<file path="config.mk">
export PLATFORM = sky130hd
export DESIGN_NAME = fifo_rd_packer
export DESIGN_NICKNAME = d
export VERILOG_FILES = /design/src/rtl/fifo_rd_packer.sv
export SDC_FILE = /design/constraint.sdc
export NUM_CORES = 1
export LEC_CHECK = 0
export CAP_MARGIN = 20
export CORE_ASPECT_RATIO = 0.5
export CORE_UTILIZATION = 51
export DETAILED_ROUTE_END_ITERATION = 6
export PLACE_DENSITY_LB_ADDON = 0.25
export RECOVER_POWER = 100
export SLEW_MARGIN = 20
export SYNTH_ARGS = -nofsm -noshare
export SYNTH_HDL_FRONTEND = slang
export SYNTH_SLANG_ARGS = --single-unit
</file>
<file path="constraint.sdc">
create_clock -name clkb -period 5.8 [get_ports clkb]
set_input_delay 1.45 -clock clkb [delete_from_list [all_inputs] [get_ports clkb]]
set_output_delay 1.45 -clock clkb [all_outputs]
set_load 0.01 [all_outputs]
</file>
<file path="src/rtl/fifo_rd_packer.sv">
// fifo_rd_packer: read-side consumer of the async byte FIFO (clkb domain).
// Pops bytes, packs them LSB-first into NBYTE-wide words and presents them on
// a valid/ready port with per-byte keep flags. A flush pulse pushes out a
// partial word so trailing bytes are never stranded.
//
//   state  | meaning
//   -------+---------------------------------------------------------------
//   S_FILL | popping bytes from the FIFO and writing them into lane cnt
//   S_OUT  | word presented on wvalid, held stable until wready accepts it
module fifo_rd_packer #(
   parameter int NBYTE = 4,
   parameter int DW    = 8
) (
   input  logic                clkb,
   input  logic                rstb,
   input  logic                emptyb,
   input  logic [DW-1:0]       rdatb,
   output logic                rreqb,
   input  logic                flushb,
   output logic                wvalid,
   input  logic                wready,
   output logic [NBYTE*DW-1:0] wdata,
   output logic [NBYTE-1:0]    wkeep,
   output logic [3:0]          pk_cnt
);

   localparam int          LW  = (NBYTE > 1) ? $clog2(NBYTE) : 1;
   localparam logic [3:0]  NB4 = 4'(NBYTE);

   typedef enum logic {S_FILL, S_OUT} st_t;

   st_t            st, st_nxt;
   logic [3:0]     cnt, cnt_nxt;
   logic           rd_pend, rd_pend_nxt;
   logic           fl_pend, fl_pend_nxt;
   logic [LW-1:0]  lane;
   logic [NBYTE-1:0] keep_nxt;

   assign lane   = cnt[LW-1:0];
   assign pk_cnt = cnt;

   // State register: FSM state plus fill count and pending flags.
   always_ff @(posedge clkb or posedge rstb) begin
      if (rstb) begin
         st      <= S_FILL;
         cnt     <= '0;
         rd_pend <= 1'b0;
         fl_pend <= 1'b0;
      end else begin
         st      <= st_nxt;
         cnt     <= cnt_nxt;
         rd_pend <= rd_pend_nxt;
         fl_pend <= fl_pend_nxt;
      end
   end

   // Next-state: the FILL exit looks at post-capture values so wvalid rises
   // the cycle right after the last byte lands.
   always_comb begin
      st_nxt      = st;
      cnt_nxt     = cnt;
      rd_pend_nxt = rreqb;
      fl_pend_nxt = fl_pend;
      case (st)
         S_FILL: begin
            if (rd_pend)
               cnt_nxt = cnt + 4'd1;
            if (flushb && ((cnt != 4'd0) || rd_pend))
               fl_pend_nxt = 1'b1;
            if (!rd_pend_nxt &&
                ((cnt_nxt == NB4) || (fl_pend_nxt && (cnt_nxt != 4'd0))))
               st_nxt = S_OUT;
         end
         S_OUT: begin
            if (wvalid && wready) begin
               st_nxt      = S_FILL;
               cnt_nxt     = '0;
               fl_pend_nxt = 1'b0;
            end
         end
         default: st_nxt = S_FILL;
      endcase
   end

   // Output decode: pop request is combinational so emptyb stops it at once.
   always_comb begin
      rreqb = 1'b0;
      if (!rstb && (st == S_FILL))
         rreqb = ~emptyb & ~fl_pend & ((cnt + 4'(rd_pend)) < NB4);
      for (int k = 0; k < NBYTE; k++)
         keep_nxt[k] = (4'(k) < cnt_nxt);
   end

   // Word datapath: capture into lane cnt, latch keep on exit, clear on accept.
   always_ff @(posedge clkb or posedge rstb) begin
      if (rstb) begin
         wvalid <= 1'b0;
         wdata  <= '0;
         wkeep  <= '0;
      end else begin
         wvalid <= (st_nxt == S_OUT);
         if ((st == S_FILL) && rd_pend) begin
            for (int k = 0; k < NBYTE; k++)
               if (lane == LW'(k))
                  wdata[k*DW +: DW] <= rdatb;
         end
         if ((st == S_FILL) && (st_nxt == S_OUT))
            wkeep <= keep_nxt;
         if ((st == S_OUT) && wvalid && wready) begin
            wdata <= '0;
            wkeep <= '0;
         end
      end
   end

endmodule
</file>
==> flow_metrics.py <==
metrics = {
    "timing": {
        "hold_violations": 0,
        "finalSetupViolations": 0,
        "maxSlewViolCount": 77,
        "post-route-period-util_pct": 83.6,
        "tns_ns": 0,
        "rsz0062_at_grt": "no",
        "fin_worst_skew_ns": 0.00620,
        "worst_pin_slew_ns": 2.33,
        "worst_slew_margin_rel_pct": -55.1,
        "fin_crit_ns": 4.85,
        "fmax_mhz": 206,
    },
    "power": {
        "p_leak_nw": 1.22,
        "ir_drop_mv": 0.265,
        "power.density_nw_per_um2": 394,
        "combPwrFrac_pct": 39.6,
        "p_int_mw": 0.647,
        "power_frac_seq_pct": 42.5,
        "power_frac_clock_pct": 17.9,
        "swShare_pct": 37.0,
        "switchingPower_mw": 0.380,
    },
    "clocking": {
        "clock_latency_ns": 0.30,
        "htreeDepth": 2,
        "hold_buffers": 0,
        "clkSinkCount": 43,
        "ctsResizeCount": 0,
        "post_cts_buffers": 0,
        "cts_tree": "done",
        "clk_path_buf_depth": 2,
        "root_buffer": "clkbuf_8",
        "clkSlewWorstSetupHoldPaths_ns": 0.07,
        "cts-buffers-inserted": 5,
    },
    "yosys": {
        "yosys_warnings": 0,
        "synth-seq-area-share_pct": 54.3,
        "netlist_area_um2": 1980,
        "syn_inst": 214,
        "ys_types": 30,
        "ys.flop_type": "dfrtp_1",
        "synth_seq_cells": 43,
        "synth-edff-count": 0,
        "avgSynthCellArea_um2": 9.27,
        "async_flop_share_pct": 100,
        "syn-num-nets": 232,
    },
    "layout": {
        "final_common_cell": "nand2_1",
        "fillers": 278,
        "design_area_um2": 2610,
        "areaGrowthSynthToFinish_pct": 31.5,
        "drive_gt1_share_pct": 4.18,
        "num-nets-final": 280,
        "diodes": 0,
        "most-common-layout-cells": "nand2_1 (47), dlygate4sd3_1 (44), dfrtp_1 (43), a21oi_1 (35), nand3_1 (32)",
    },
    "detailed_routing": {
        "via_count": 1739,
        "drtAntennaViolNets": 0,
        "firstDrtPassIters": 4,
        "detail_route.vias_per_cell": 5.54,
        "wire_per_inst_um": 14.7,
        "drc": 0,
        "drt_iter0_drc": 205,
        "wl_mm": 4.62,
    },
    "run": {
        "cap_violations": 2,
    },
    "worst_hold_path": {
        "min_from": "wkeep[0]",
        "hold_path.class": "reg -> reg",
    },
    "die": {
        "rows": 15,
        "ios": 55,
        "die_w_um": 90.2,
        "start_util_pct": 55.6,
        "die-area_um2": 4160,
        "core_area_um2": 3570,
        "die_h_um": 46.1,
    },
    "global_routing": {
        "antenna_found_initial": 0,
        "groute.usage.overall_pct": 23.4,
        "grt_pass1_wl_mm": 7.26,
        "grt-ovfl-total": 0,
        "grt_max_degree": 44,
        "first_global_vias": 1522,
    },
    "outcome": {
        "violations": "max-capacitance violations, max-slew violations",
        "outcome": "finished with violations",
    },
    "place": {
        "place.gp.congestion": 0.906,
        "hpwlAfterDp_mm": 3.12,
        "dpl-instance-area_um2": 2550,
        "numPortBuffers": 54,
    },
    "setup_path": {
        "rr_startpoint": "pk_cnt[1]",
        "crit_start": "rstb",
        "arrival_ns": 3.40,
        "cp-end-kind": "primary output",
        "start_kind": "input port",
        "path_class": "in -> out",
        "path_max_fanout": 2,
        "critPathRequiredTime_ns": 4.35,
    },
}
[through the flow]
stage	utilization (%)	hold slack [ns]	cells	total power, mW	worst slack [ns]
detailed placement	71.4	0.470	306	0.891	1.34
finish	73.2	0.483	314	1.03	0.951
CTS	73.8	0.492	314	1.08	1.34
floorplan	-	0.518	214	0.687	2.33
global placement	71.4	0.468	306	0.880	1.38
global route	73.2	0.503	314	1.09	0.909
[cells in the mapped netlist, types with 2 or more instances]
cell	count	area share, %
nand2_1	47	8.9
nand3b_1	2	0.76
a21oi_1	35	8.8
ha_1	5	3.2
xor2_1	2	0.88
mux2i_1	4	2.0
and2_1	2	0.63
nor2b_1	3	0.95
o21ai_0	4	1.0
inv_1	4	0.76
dfrtp_1	43	54
nand3_1	32	8.1
nand4_1	2	0.63
clkbuf_1	13	2.5
[layer usage]
| layer | wire length, um | track usage [%] | up-vias |
|---|---|---|---|
| li1 | - | - | 831 |
| met1 | 2050 | 31.0 | 847 |
| met2 | 2240 | 39.4 | 57 |
| met5 | 0 | 0 | - |
| met4 | 35 | 4.19 | 0 |
| met3 | 297 | 7.26 | 4 |
[registers in the layout, indices dropped and copies added (netlist names)]
signal	count
wvalid	1
fl_pend	1
wdata	32
wkeep	4
rd_pend	1
pk_cnt	4
[path summary, 6_finish.rpt]
kind | to | slack, ns | depth (start not counted)
worst max-delay path | rreqb | 0.95 | 4
worst min-delay path | wkeep[0] | 0.48 | 1
worst max register to register | wkeep[1] | 3.23 | 7
worst min register to register | wkeep[0] | 0.48 | 1
max in group asynchronous | wdata[31] | 2.01 | 3
min in group asynchronous | pk_cnt[3] | 2.46 | 3
[final cells by class]
| class | count | area (um2) | area share, % |
|---|---|---|---|
| flip-flops and latches | 43 | 1080 | 41.2 |
| multi-input cells | 152 | 817 | 31.3 |
| repair buffers | 56 | 552 | 21.2 |
| clock buffers | 6 | 72.6 | 2.78 |
| well taps | 51 | 63.8 | 2.45 |
| inverters | 4 | 15.0 | 0.576 |
| clock inverters | 2 | 12.5 | 0.480 |
[power groups by stage]
stage	logic [mW]	clock network [mW]	registers, mW
after CTS	0.448	0.188	0.440
after floorplan	0.230	0	0.457
after global placement	0.438	0	0.441
after detailed placement	0.446	0	0.445
final	0.407	0.184	0.436
after global routing	0.445	0.202	0.448
[critical path: stages]
cell and delay, ns:
dlygate4sd3_1 0.55, a2111oi_0 0.55, nor2b_1 0.23, dlygate4sd3_1 0.62
[cells by family (layout without fill, tap and decap cells)]
kind of cell	count (synthesis)	count (layout)	share of synthesized area (%)
buffers and inverters	19	68	3.72
AO/OA/AOI/OAI	48	48	14.6
AND/OR/NAND/NOR	93	93	21.3
XOR/XNOR	2	2	0.883
multiplexers	4	4	2.02
flip-flops	43	43	54.3
adder cells (fa/ha/maj)	5	5	3.15
No activity file was read; power rests on OpenSTA's default activity.
